$ cat config.mk
export PLATFORM = sky130hd
export DESIGN_NAME = mem_load_arbiter_flat
export DESIGN_NICKNAME = d
export VERILOG_FILES = /design/src/rtl/mem_load_arbiter_pkg.sv /design/src/rtl/mem_load_arbiter_if.sv /design/src/rtl/mem_load_arbiter.sv /design/src/flat_wrapper.sv
export SDC_FILE = /design/constraint.sdc
export NUM_CORES = 1
export LEC_CHECK = 0
export CAP_MARGIN = 20
export CORE_MARGIN = 1.5
export CORE_UTILIZATION = 30
export DETAILED_ROUTE_END_ITERATION = 8
export GPL_ROUTABILITY_DRIVEN = 0
export PLACE_DENSITY_LB_ADDON = 0.08
export SYNTH_ARGS = -nofsm -noshare
export SYNTH_HDL_FRONTEND = slang
export SYNTH_SLANG_ARGS = --single-unit
$ cat constraint.sdc
create_clock -name clk -period 1.4 [get_ports clk]
set_input_delay 0.28 -clock clk [delete_from_list [all_inputs] [get_ports clk]]
set_output_delay 0.28 -clock clk [all_outputs]
set_load 0.01 [all_outputs]
$ cat src/rtl/mem_load_arbiter_pkg.sv
// Shared definitions for the program-load arbiter: FSM encodings and the
// default memory geometry also used by the CPU datapath.
package mem_load_arbiter_pkg;

  localparam int ADDR_W_DEF = 5;
  localparam int DATA_W_DEF = 8;

  typedef enum logic [1:0] {
    S_CPU   = 2'd0,
    S_LWAIT = 2'd1,
    S_LWR   = 2'd2,
    S_LDONE = 2'd3
  } state_t;

endpackage

$ cat src/rtl/mem_load_arbiter_if.sv
// CPU, switch-loader and single-port RAM signals of the load arbiter.
// The slave modport is the arbiter; master is the surrounding system.
interface mem_load_arbiter_if
  import mem_load_arbiter_pkg::*;
#(
  parameter int ADDR_W = ADDR_W_DEF,
  parameter int DATA_W = DATA_W_DEF
);

  logic              cpu_req;
  logic              cpu_we;
  logic [ADDR_W-1:0] cpu_addr;
  logic [DATA_W-1:0] cpu_wdata;
  logic              cpu_gnt;
  logic              cpu_hold;
  logic [DATA_W-1:0] cpu_rdata;

  logic              ld_start;
  logic              ld_enter;
  logic              ld_stop;
  logic [DATA_W-1:0] ld_data;
  logic [ADDR_W-1:0] ld_addr;
  logic              ld_done;

  logic [ADDR_W-1:0] mem_addr;
  logic              mem_we;
  logic [DATA_W-1:0] mem_wdata;
  logic [DATA_W-1:0] mem_rdata;

  logic [1:0]        state;

  modport master (
    output cpu_req, cpu_we, cpu_addr, cpu_wdata,
    output ld_start, ld_enter, ld_stop, ld_data,
    output mem_rdata,
    input  cpu_gnt, cpu_hold, cpu_rdata,
    input  ld_addr, ld_done,
    input  mem_addr, mem_we, mem_wdata,
    input  state
  );

  modport slave (
    input  cpu_req, cpu_we, cpu_addr, cpu_wdata,
    input  ld_start, ld_enter, ld_stop, ld_data,
    input  mem_rdata,
    output cpu_gnt, cpu_hold, cpu_rdata,
    output ld_addr, ld_done,
    output mem_addr, mem_we, mem_wdata,
    output state
  );

endinterface

$ cat src/rtl/mem_load_arbiter.sv
// Shares one single-port RAM between the CPU and a switch-driven program
// loader; while a load is in progress the CPU is held off entirely.
//
// state   | meaning
// S_CPU   | CPU owns the RAM, loader idle
// S_LWAIT | loading, waiting for the next enter or stop pulse
// S_LWR   | loading, writing the latched word at the load counter
// S_LDONE | load finished, one-cycle ld_done pulse
module mem_load_arbiter
  import mem_load_arbiter_pkg::*;
#(
  parameter int ADDR_W = ADDR_W_DEF,
  parameter int DATA_W = DATA_W_DEF,
  parameter int DEPTH  = 2**ADDR_W
) (
  input logic               clk,
  input logic               rst_n,
  mem_load_arbiter_if.slave bus
);

  localparam logic [ADDR_W-1:0] LAST_ADDR = ADDR_W'(DEPTH - 1);

  state_t            state_q, state_d;
  logic [ADDR_W-1:0] cnt_q, cnt_d;
  logic [DATA_W-1:0] wreg_q, wreg_d;

  always_ff @(posedge clk or negedge rst_n) begin
    if (!rst_n) begin
      state_q <= S_CPU;
      cnt_q   <= '0;
      wreg_q  <= '0;
    end else begin
      state_q <= state_d;
      cnt_q   <= cnt_d;
      wreg_q  <= wreg_d;
    end
  end

  always_comb begin
    state_d       = state_q;
    cnt_d         = cnt_q;
    wreg_d        = wreg_q;
    bus.cpu_gnt   = 1'b0;
    bus.cpu_hold  = 1'b1;
    bus.mem_addr  = cnt_q;
    bus.mem_wdata = wreg_q;
    bus.mem_we    = 1'b0;
    bus.ld_done   = 1'b0;

    unique case (state_q)
      S_CPU: begin
        // The CPU access in the ld_start cycle still completes.
        bus.cpu_gnt   = bus.cpu_req;
        bus.cpu_hold  = 1'b0;
        bus.mem_addr  = bus.cpu_addr;
        bus.mem_wdata = bus.cpu_wdata;
        bus.mem_we    = bus.cpu_req & bus.cpu_we;
        if (bus.ld_start) begin
          state_d = S_LWAIT;
          cnt_d   = '0;
        end
      end
      S_LWAIT: begin
        if (bus.ld_stop) begin
          state_d = S_LDONE;
        end else if (bus.ld_enter) begin
          wreg_d  = bus.ld_data;
          state_d = S_LWR;
        end
      end
      S_LWR: begin
        bus.mem_we = 1'b1;
        if (cnt_q == LAST_ADDR) begin
          cnt_d   = '0;
          state_d = S_LDONE;
        end else begin
          cnt_d   = cnt_q + ADDR_W'(1);
          state_d = S_LWAIT;
        end
      end
      S_LDONE: begin
        bus.ld_done = 1'b1;
        state_d     = S_CPU;
      end
      default: state_d = S_CPU;
    endcase
  end

  assign bus.cpu_rdata = bus.mem_rdata;
  assign bus.ld_addr   = cnt_q;
  assign bus.state     = state_q;

endmodule
$ cat src/flat_wrapper.sv
// flat-port wrapper written by rule: the top's interface ports become plain ports
module mem_load_arbiter_flat import mem_load_arbiter_pkg::*;
#(
  parameter int ADDR_W = ADDR_W_DEF,
  parameter int DATA_W = DATA_W_DEF,
  parameter int DEPTH  = 2**ADDR_W
)
  (clk, rst_n, bus_cpu_req, bus_cpu_we, bus_cpu_addr, bus_cpu_wdata, bus_ld_start, bus_ld_enter, bus_ld_stop, bus_ld_data, bus_mem_rdata, bus_cpu_gnt, bus_cpu_hold, bus_cpu_rdata, bus_ld_addr, bus_ld_done, bus_mem_addr, bus_mem_we, bus_mem_wdata, bus_state);
  mem_load_arbiter_if #(.ADDR_W(ADDR_W), .DATA_W(DATA_W)) bus_i ();
  input logic clk;
  input logic rst_n;
  input wire logic [$bits(bus_i.cpu_req)-1:0] bus_cpu_req;
  input wire logic [$bits(bus_i.cpu_we)-1:0] bus_cpu_we;
  input wire logic [$bits(bus_i.cpu_addr)-1:0] bus_cpu_addr;
  input wire logic [$bits(bus_i.cpu_wdata)-1:0] bus_cpu_wdata;
  input wire logic [$bits(bus_i.ld_start)-1:0] bus_ld_start;
  input wire logic [$bits(bus_i.ld_enter)-1:0] bus_ld_enter;
  input wire logic [$bits(bus_i.ld_stop)-1:0] bus_ld_stop;
  input wire logic [$bits(bus_i.ld_data)-1:0] bus_ld_data;
  input wire logic [$bits(bus_i.mem_rdata)-1:0] bus_mem_rdata;
  output wire logic [$bits(bus_i.cpu_gnt)-1:0] bus_cpu_gnt;
  output wire logic [$bits(bus_i.cpu_hold)-1:0] bus_cpu_hold;
  output wire logic [$bits(bus_i.cpu_rdata)-1:0] bus_cpu_rdata;
  output wire logic [$bits(bus_i.ld_addr)-1:0] bus_ld_addr;
  output wire logic [$bits(bus_i.ld_done)-1:0] bus_ld_done;
  output wire logic [$bits(bus_i.mem_addr)-1:0] bus_mem_addr;
  output wire logic [$bits(bus_i.mem_we)-1:0] bus_mem_we;
  output wire logic [$bits(bus_i.mem_wdata)-1:0] bus_mem_wdata;
  output wire logic [$bits(bus_i.state)-1:0] bus_state;
  assign bus_i.cpu_req = bus_cpu_req;
  assign bus_i.cpu_we = bus_cpu_we;
  assign bus_i.cpu_addr = bus_cpu_addr;
  assign bus_i.cpu_wdata = bus_cpu_wdata;
  assign bus_i.ld_start = bus_ld_start;
  assign bus_i.ld_enter = bus_ld_enter;
  assign bus_i.ld_stop = bus_ld_stop;
  assign bus_i.ld_data = bus_ld_data;
  assign bus_i.mem_rdata = bus_mem_rdata;
  assign bus_cpu_gnt = bus_i.cpu_gnt;
  assign bus_cpu_hold = bus_i.cpu_hold;
  assign bus_cpu_rdata = bus_i.cpu_rdata;
  assign bus_ld_addr = bus_i.ld_addr;
  assign bus_ld_done = bus_i.ld_done;
  assign bus_mem_addr = bus_i.mem_addr;
  assign bus_mem_we = bus_i.mem_we;
  assign bus_mem_wdata = bus_i.mem_wdata;
  assign bus_state = bus_i.state;
  mem_load_arbiter #(.ADDR_W(ADDR_W), .DATA_W(DATA_W), .DEPTH(DEPTH)) u_core (.clk(clk), .rst_n(rst_n), .bus(bus_i));
endmodule
### Word-level counts from Yosys, hierarchy flattened

Index checks and enable logic that the tools add are counted.

* register bits after elaboration: 15
* bits of input ports: 36

* reduce and logical (&&, ||, !) cells: 5
* equality and inequality tests: 6
* $add $sub $neg: 1
* bitwise gates (word level): 2
* muxes and demuxes: 14

Operators by type and width (count)
* $mux 5: 3
* $pmux 5 s2: 1
* $mux 2: 4
* $mux 8: 1
* $pmux 2 s4: 1
* $add 5x1->5 const B: 1
* $eq 5x5->1 const B: 1
* $eq 2x2->1 const B: 2
* $reduce_and 2->1: 2
* $mux 1: 3
* $ne 3x3->1 const B: 1
* $reduce_and 3->1: 1
* $eq 2x1->1 const B: 1
* $logic_not 2->1: 1
* $ne 2x2->1 const B: 1
* $pmux 1 s2: 1
* $reduce_bool 2->1: 1
* $and 1x1->1: 1
* $not 1->1: 1

### Depth between registers and ports, before layout

Gate-level depths: netlist of run 1.

* depth after elaboration: 3
* depth in mapped cells: 5
* mapped depth without buffers: 5

### Worst setup path after synthesis of run 1

No wires, ideal clock.

* path type: register to output
* start point: register u_core.state_q[1] (netlist: u_core.bus.state[1])
* end point: output bus_mem_addr[3]
* required time: 1120 ps
* stages on the path, launching flop included: 4
* slack: -143 ps
* arrival time: 1263 ps
* path through: dfrtp_1 nor2_2 buf_4 mux2_2

* longest elaborated chain between the ends: 2

RTL lines
* from (decl): line mem_load_arbiter.sv:23 `state_t state_q, state_d;`
* from (signal assigned): line mem_load_arbiter.sv:33 `state_q <= state_d;`
* $logic_not 2->1: line mem_load_arbiter.sv:50 `unique case (state_q)`
* $mux 5: line mem_load_arbiter.sv:50
* to (decl): line flat_wrapper.sv:26 `output wire logic [$bits(bus_i.mem_addr)-1:0] bus_mem_addr;`

Every way passes these cells.

### Worst setup path in the final report of run 1

* start point: register u_core.state_q[1] (netlist: u_core.bus.state[1])
* end point: output bus_mem_wdata[1]

* longest elaborated chain between the ends: 2

RTL lines
* $logic_not 2->1: line mem_load_arbiter.sv:50
* $mux 8: line mem_load_arbiter.sv:50
* to (decl): line flat_wrapper.sv:28 `output wire logic [$bits(bus_i.mem_wdata)-1:0] bus_mem_wdata;`

Every way passes these cells.

==> metrics.yaml, run 1 <==
clock_network:
  clockBufferDepth: 2
  cts_tree: "done"
  tritoncts.num_buffers: 3
  insertion_delay_ns: 0.28
  root_buffer: "clkbuf_4"
  htreeDepth: 1
  hold_buffers: 0
  cts_sinks: 15
  clk_pin_slew_ns: 0.09
yosys:
  synth_xor_area_share_pct: 0
  synth_fp_nets: 116
  synthFlopType: "dfrtp_1"
  synth_commonest_cells: "dfrtp_1, mux2_2, buf_4"
  yosysSeqAreaShare_pct: 40.8
  postSynthCellCount: 78
  synth_edf_count: 0
  synthTopCellsByArea: "dfrtp_1, mux2_2, mux2_4, buf_4, a22o_1"
  synth_top_family_by_area: "multiplexers"
  synth_compound_area_share_pct: 6.39
  synthSimpleGateAreaFrac_pct: 9.93
  synth.avg_cell_area_um2: 11.8
  synth.distinct_cells: 20
  synth_area_um2: 920
  synthMuxAreaShare_pct: 31.2
  yosys.area.top_type_share_pct: 40.8
  yosysWarnings: 0
  synthAdderAreaFrac_pct: 2.72
  async_reset_ff_share_pct: 100
  synth_top_area_cell: "dfrtp_1"
  ys_ff_latch: 15
  yosys.cell_count.top_type: "dfrtp_1"
setup_path:
  cp.arrival_ns: 1.46
  start_kind: "flip-flop"
  critPathTopFamily: "flip-flops"
  worst-setup-path-type: "reg2out"
  cpMostUsedCell: "buf_6"
  cp_max_fo: 5
  crit_chain: "nor2_4 -> buf_6 -> mux2_4 -> buf_6"
  slowest_stage: "dfrtp_1"
  worstPathRequired_ns: 1.12
  end_kind: "primary output"
  slowest_delay_ns: 0.41
  critPathBufInv: 2
power_and_ir_drop:
  p_leak_nw: 0.803
  powerDensity_nw_per_um2: 2040
  ir_drop_mv: 1.16
  switching_share_pct: 33.3
  power.total_mw: 3.51
  clkPwrFrac_pct: 7.0
  power.internal_mw: 2.34
  p_comb_share_pct: 71.8
  net-switching-power_mw: 1.17
  sequentialPowerShare_pct: 21.1
timing:
  final.setup_skew_ns: 0.00561
  period_share_pct: 124
  fin_crit_ns: 1.74
  slew_violations: 0
  worst_pin_slew_ns: 0.280
  layout_setup_ws_ns: -0.341
  relSlewSlack_pct: 81.3
  fmax_mhz: 574
  rsz0062_at_grt: "true"
  setup_violations: 25
  finalHoldViolCount: 0
final_layout:
  syn_to_final_growth_pct: 86.8
  diodes: 0
  drive_gt1_share_pct: 52.4
  post-route-util_pct: 60.7
  finalNetCount: 182
floorplan:
  placementRows: 19
  die-height_um: 58.4
  die_area_um2: 3410
  io_pins: 68
  core_area_um2: 2830
  die_x_um: 58.4
  initial_core_util_pct: 32.5
drt:
  drcViolationCount: 0
  via_per_inst: 4.68
  ant_nets: 0
  dr_total_vias: 815
  drt_iter0_markers: 12
  drt_first_pass_iters: 3
  wl_per_cell_um: 13.7
  routed_wl_um: 2390
hold_path:
  worstHoldPathType: "in2async"
global_routing:
  grt_pass1_wl_um: 3870
  antenna_found_initial: 0
  grt_max_degree: 16
  grtUsageTotal_pct: 14.9
  grt_pass1_vias: 842
  overflow: 0
placement:
  post-dp-hpwl_um: 1740
  io_buffer_count: 51
outcome:
  violations: "setup timing"
  status: "finished, violations left"
flow_run:
  cap_violations: 0
## layout by cell type, fill, tap and decap left out
master	Yosys	final
buf_8	0	2
ha_4	0	2
nor2b_4	0	1
a21oi_2	0	1
nand3_1	1	1
clkdlybuf4s50_1	0	27
nor2b_1	3	2
a22o_1	3	3
nor2_4	0	1
nand2_1	3	3
clkbuf_1	0	1
buf_4	9	12
nor2_1	5	5
and3_4	0	1
buf_2	0	4
dlygate4sd2_1	0	1
mux2i_1	2	2
o21ai_1	0	2
inv_2	0	1
dfrtp_2	0	2
o21bai_2	0	1
clkbuf_4	0	3
mux2_4	8	21
dfrtp_1	15	13
nand2b_4	0	2
buf_6	1	21
and2_1	2	2
o21ai_0	4	2
clkdlybuf4s15_1	0	4
## timing repair
item / 4_1_cts / 5_1_grt
endpoints found under the setup margin: 33 / 35
pin swaps: 2 / 2
gates resized for setup: 121 / 16
setup buffers: 2 / 3
## state kept, by name, indices dropped and copies added, names as in the netlist
name / flops
u_core.bus.state: 2
u_core.wreg_q: 8
u_core.bus.ld_addr: 5
## cells by family (layout without fill, tap and decap cells)
family | after synthesis | count (layout)
adders and majority gates | 2 | 2
and+or+nand+nor | 18 | 18
muxes | 23 | 23
DFF | 15 | 15
buffers and inverters | 11 | 76
AOI/OAI and AO/OA | 9 | 9
## power groups by stage
stage          Sequential [mW]  Clock, mW  Combinational (mW)
2_1_floorplan            0.795          0               0.970
3_3_place_gp             0.736          0                2.04
3_5_place_dp             0.741          0                2.06
4_1_cts                  0.739      0.257                2.40
5_1_grt                  0.769      0.277                2.70
6_report                 0.742      0.247                2.52
## final cells by class
class	instances	area, um^2
Fill cell	241	1110
Multi-Input combinational cell	52	576
Sequential cell	15	378
Clock buffer	4	26.3
Inverter	1	3.75
Timing Repair Buffer	71	696
Tap cell	31	38.8
## final timing paths
kind	from	endpoint	slack, ns	cells after the start
max	u_core.bus.state[1]$_DFFE_PN0P_	bus_mem_wdata[1]	-0.34	4
min	rst_n	u_core.bus.ld_addr[4]$_DFFE_PN0P_	0.31	2
max reg2reg	u_core.bus.state[1]$_DFFE_PN0P_	u_core.wreg_q[7]$_DFFE_PN0P_	-0.14	6
min reg2reg	u_core.wreg_q[0]$_DFFE_PN0P_	u_core.wreg_q[0]$_DFFE_PN0P_	0.52	1
max in group asynchronous	rst_n	u_core.bus.ld_addr[0]$_DFFE_PN0P_	0.89	2
min in group clk	u_core.wreg_q[0]$_DFFE_PN0P_	u_core.wreg_q[0]$_DFFE_PN0P_	0.52	1
## layer usage
| layer | GRT usage (%) | wire, um | share of wire [%] |
|---|---|---|---|
| met5 | 0 | 0 | 0 |
| met4 | 3.65 | 34 | 1.4 |
| met3 | 4.62 | 151 | 6.3 |
| met2 | 24.9 | 1160 | 49 |
| met1 | 18.6 | 1040 | 43 |
## per-stage QoR
step / hold slack (ns) / setup slack (ns) / TNS, ns / cells / instance area, um^2
floorplan: -0.0156 / -0.0381 / -0.305 / 78 / 933
global placement: 0.494 / -0.363 / -7.69 / 166 / 1520
detailed placement: 0.491 / -0.400 / -8.14 / 166 / 1520
CTS: 0.314 / -0.353 / -6.00 / 172 / 1650
global route: 0.306 / -0.406 / -7.27 / 174 / 1720
finish: 0.308 / -0.341 / -5.85 / 174 / 1720
Note: power is estimated with default switching activity, not from simulation.
==> inputs of run 2 (changes only) <==
CORE_UTILIZATION = 31   (was 30)
CTS_BUF_LIST = sky130_fd_sc_hd__clkbuf_2 sky130_fd_sc_hd__clkbuf_4 sky130_fd_sc_hd__clkbuf_8   (was unset)
GPL_ROUTABILITY_DRIVEN = unset   (was 0)
==> metrics.yaml, run 2 (synthesized netlist as in run 1, its figures left out) <==
outcome:
  status: "finished, violations left"
  violations: "setup timing"
power_and_ir_drop:
  power.internal_mw: 2.32
  switching_share_pct: 33.6
  powerDensity_nw_per_um2: 2050
  net-switching-power_mw: 1.18
  clkPwrFrac_pct: 7.3
  sequentialPowerShare_pct: 21.3
  p_leak_nw: 0.801
  p_comb_share_pct: 71.4
  ir_drop_mv: 1.39
floorplan:
  die_area_um2: 3300
  die-height_um: 57.5
  core_area_um2: 2780
  placementRows: 19
  die_x_um: 57.5
  io_pins: 68
  initial_core_util_pct: 33.1
final_layout:
  top_register: "u_core.wreg_q"
  finalNetCount: 182
  stdcell_count: 174
  final_cell_area_um2: 1710
  drive_gt1_share_pct: 54.5
  layout_commonest_cell: "clkdlybuf4s50_1"
  largest_reg_flops: 8
  final_cell_mix: "clkdlybuf4s50_1, buf_6, mux2_4"
  syn_to_final_growth_pct: 85.7
  diodes: 0
  fill_cells: 246
drt:
  wl_per_cell_um: 14.1
  drt_first_pass_iters: 4
  ant_nets: 0
  drcViolationCount: 0
  dr_total_vias: 827
  routed_wl_um: 2460
  drt_iter0_markers: 11
  via_per_inst: 4.75
hold_path:
  worstHoldPathType: "in2async"
clock_network:
  cts_sinks: 15
  insertion_delay_ns: 0.28
  tritoncts.num_buffers: 3
  htreeDepth: 1
  clk_pin_slew_ns: 0.10
  root_buffer: "clkbuf_4"
  cts_tree: "done"
  clockBufferDepth: 2
setup_path:
  cp.arrival_ns: 1.50
  start_kind: "flip-flop"
  rr_worst_depth: 6
  cp_max_fo: 6
  worstPathRequired_ns: 1.12
  end_kind: "primary output"
  worst-setup-path-type: "reg2out"
global_routing:
  grt_pass1_vias: 867
  grt_pass1_wl_um: 4080
  grtUsageTotal_pct: 16.2
  grt_max_degree: 16
  overflow: 0
  antenna_found_initial: 0
timing:
  slew_violations: 0
  period_share_pct: 127
  fmax_mhz: 562
  rsz0062_at_grt: "true"
  layout_setup_ws_ns: -0.381
  final.setup_skew_ns: 0.00110
  worst_pin_slew_ns: 0.299
  fin_crit_ns: 1.78
  setup_violations: 26
  finalHoldViolCount: 0
  relSlewSlack_pct: 80.1
flow_run:
  cap_violations: 0
placement:
  post-dp-hpwl_um: 1770
  placed_area_um2: 1520
  io_buffer_count: 51
  placed_cells: 166
  gp_congestion: 0.726
  pre_cts_slack_ns: -0.424
[run 2: final cells by class]
| type | instances | area (um^2) | share of cell area, % |
|---|---|---|---|
| repair buffers | 71 | 688 | 40.3 |
| multi-input cells | 52 | 572 | 33.5 |
| flip-flops and latches | 15 | 378 | 22.1 |
| well taps | 31 | 38.8 | 2.27 |
| clock buffers | 3 | 22.5 | 1.32 |
| clock inverters | 1 | 5.00 | 0.293 |
| inverters | 1 | 3.75 | 0.220 |
[run 2: final timing paths]
check                                                          to                             from  slack, ns
worst max-delay path                             bus_mem_wdata[5]  u_core.bus.state[0]$_DFFE_PN0P_      -0.38
worst min register to register       u_core.wreg_q[0]$_DFFE_PN0P_     u_core.wreg_q[0]$_DFFE_PN0P_       0.52
worst min-delay path            u_core.bus.ld_addr[4]$_DFFE_PN0P_                            rst_n       0.31
worst max register to register       u_core.wreg_q[6]$_DFFE_PN0P_  u_core.bus.state[1]$_DFFE_PN0P_      -0.14
min in group clk                     u_core.wreg_q[0]$_DFFE_PN0P_     u_core.wreg_q[0]$_DFFE_PN0P_       0.52
max in group asynchronous       u_core.bus.ld_addr[0]$_DFFE_PN0P_                            rst_n       0.90
[run 2: repair_timing]
action | 4_1_cts | 5_1_grt
pin swaps | 6 | 3
buffers inserted | 3 | 2
resized for setup | 129 | 8
endpoints found under the setup margin | 35 | 32
hold buffers | 0 | 0
[run 2: critical path: stages, from the launching register on]
cell and delay [ns]:
dfrtp_2 0.43, nor2_4 0.18, buf_6 0.17, mux2_4 0.31
buf_6 0.12
[run 2: metal layers]
layer  wire length [um]  track usage (%)
met1               1010             21.7
met2               1230             25.0
met3                198             2.72
met4                 31             8.31
met5                  0                0
[run 2: power by group through the flow]
stage	registers [mW]	clock network (mW)	logic, mW
after global routing	0.773	0.282	2.67
after floorplan	0.795	0	0.970
after detailed placement	0.741	0	2.06
after global placement	0.736	0	2.04
after CTS	0.747	0.268	2.47
final	0.747	0.254	2.50
[run 2: per-stage QoR]
stage          setup TNS (ns)  hold slack [ns]  util (%)  power, mW
2_1_floorplan          -0.305          -0.0156         -       1.76
5_1_grt                 -8.05            0.320      61.4       3.73
3_5_place_dp            -8.23            0.493      54.7       2.80
3_3_place_gp            -7.74            0.495      54.7       2.77
6_report                -6.32            0.306      61.4       3.50
4_1_cts                 -6.75            0.305      60.9       3.48
==> inputs of run 3 (changes only) <==
CORE_UTILIZATION = 35   (was 31)
clock period = 2 ns   (was 1.4 ns; I/O delays follow)
==> metrics.yaml, run 3 (synthesized netlist as in run 1, its figures left out) <==
outcome:
  status: "finished, final reports clean"
clock_network:
  htreeDepth: 1
  cts_sinks: 15
  clk_pin_slew_ns: 0.09
  clockBufferDepth: 2
  tritoncts.num_buffers: 3
  root_buffer: "clkbuf_4"
  insertion_delay_ns: 0.28
  cts_tree: "done"
drt:
  via_per_inst: 4.82
  ant_nets: 0
  drcViolationCount: 0
  wl_per_cell_um: 13.3
  dr_total_vias: 776
  routed_wl_um: 2150
  drt_first_pass_iters: 4
  drt_iter0_markers: 9
global_routing:
  grtUsageTotal_pct: 15.4
  antenna_found_initial: 0
  grt_max_degree: 16
  overflow: 0
  grt_pass1_wl_um: 3170
  grt_pass1_vias: 726
setup_path:
  cp.arrival_ns: 1.55
  worstPathRequired_ns: 1.60
  worst-setup-path-type: "in2out"
  end_kind: "primary output"
  cp_max_fo: 2
  start_kind: "input port"
power_and_ir_drop:
  powerDensity_nw_per_um2: 1370
  ir_drop_mv: 0.905
  p_leak_nw: 0.672
final_layout:
  syn_to_final_growth_pct: 57.8
  top_register: "u_core.wreg_q"
  drive_gt1_share_pct: 35.9
  largest_reg_flops: 8
  finalNetCount: 170
  layout_commonest_cell: "clkdlybuf4s50_1"
  final_cell_mix: "clkdlybuf4s50_1, dfrtp_1, mux2_2"
  diodes: 0
floorplan:
  placementRows: 18
  io_pins: 68
  core_area_um2: 2480
  die-height_um: 54.3
  die_x_um: 54.3
  die_area_um2: 2940
  initial_core_util_pct: 37.1
placement:
  post-dp-hpwl_um: 1640
  gp_congestion: 0.733
  io_buffer_count: 51
timing:
  rsz0062_at_grt: "false"
  timing.hold.ws_ns: 0.515
  tns_ns: 0
  slew_violations: 0
  fmax_mhz: 514
  setup_violations: 0
  final.setup_skew_ns: 0.000592
  fin_crit_ns: 1.95
  relSlewSlack_pct: 54.2
  period_share_pct: 97.3
  worst_pin_slew_ns: 0.685
  finalHoldViolCount: 0
hold_path:
  worstHoldPathType: "reg2reg"
flow_run:
  cap_violations: 0
run 3: cell types whose count changed in the layout (fill, tap and decap cells not counted), sizes merged:
cell           previous run  this run
clkbuf                    3        10
dlygate4sd2               0         1
buf                      39        15
dlymetal6s2s              0         1
clkinv                    1         0
clkdlybuf4s15             5         0
clkdlybuf4s50            27        36
run 3: final cells by class:
cell class | count | area, um^2
Fill cell | 219 | 1030
Timing Repair Buffer | 59 | 543
Multi-Input combinational cell | 52 | 462
Sequential cell | 15 | 375
Tap cell | 30 | 37.5
Clock buffer | 4 | 30.0
Inverter | 1 | 3.75
run 3: critical path: stages:
cell	delay [ns]
clkdlybuf4s50_1	0.47
a21oi_1	0.06
nor2_1	0.08
clkdlybuf4s50_1	0.53
run 3: repair_timing:
action	4_1_cts	5_1_grt
cloned	0	0
hold buffers	0	0
buffers inserted	2	1
pin swaps	1	0
gates resized for setup	44	9
endpoints found under the setup margin	14	9
run 3: path summary, 6_finish.rpt:
check,start,end,slack [ns],depth (start not counted)
worst max-delay path,bus_cpu_req,bus_mem_we,0.05,4
worst min-delay path,u_core.wreg_q[6]$_DFFE_PN0P_,u_core.wreg_q[6]$_DFFE_PN0P_,0.51,1
worst max register to register,u_core.bus.ld_addr[0]$_DFFE_PN0P_,u_core.bus.ld_addr[2]$_DFFE_PN0P_,0.49,5
worst min register to register,u_core.wreg_q[6]$_DFFE_PN0P_,u_core.wreg_q[6]$_DFFE_PN0P_,0.51,1
max in group asynchronous,rst_n,u_core.wreg_q[0]$_DFFE_PN0P_,1.04,1
min in group asynchronous,rst_n,u_core.bus.ld_addr[2]$_DFFE_PN0P_,0.52,1
run 3: metrics by stage:
| step | area (um^2) | utilization [%] | power, mW | setup slack [ns] | instances |
|---|---|---|---|---|---|
| after global routing | 1450 | 58.6 | 2.14 | 0.00471 | 161 |
| after CTS | 1450 | 58.4 | 1.98 | 0.0331 | 160 |
| final | 1450 | 58.6 | 1.99 | 0.0534 | 161 |
| after floorplan | 920 | - | 1.21 | 0.337 | 78 |
| after global placement | 1430 | 57.6 | 1.82 | 0.0632 | 154 |
| after detailed placement | 1430 | 57.6 | 1.83 | 0.0499 | 154 |
run 3: report_power, final:
| part | switching (mW) | internal (mW) |
|---|---|---|
| sequential | 0.0869 | 0.429 |
| clock | 0.0981 | 0.0910 |
| combinational | 0.493 | 0.792 |
| total | 0.678 | 1.31 |
run 3: metal layers:
layer / vias up / GRT usage (%) / share of wire (%)
li1: 370 / - / -
met1: 364 / 18.7 / 43
met2: 36 / 24.9 / 47
met3: 6 / 5.19 / 8.3
met4: 0 / 6.67 / 1.8
met5: - / 0 / 0
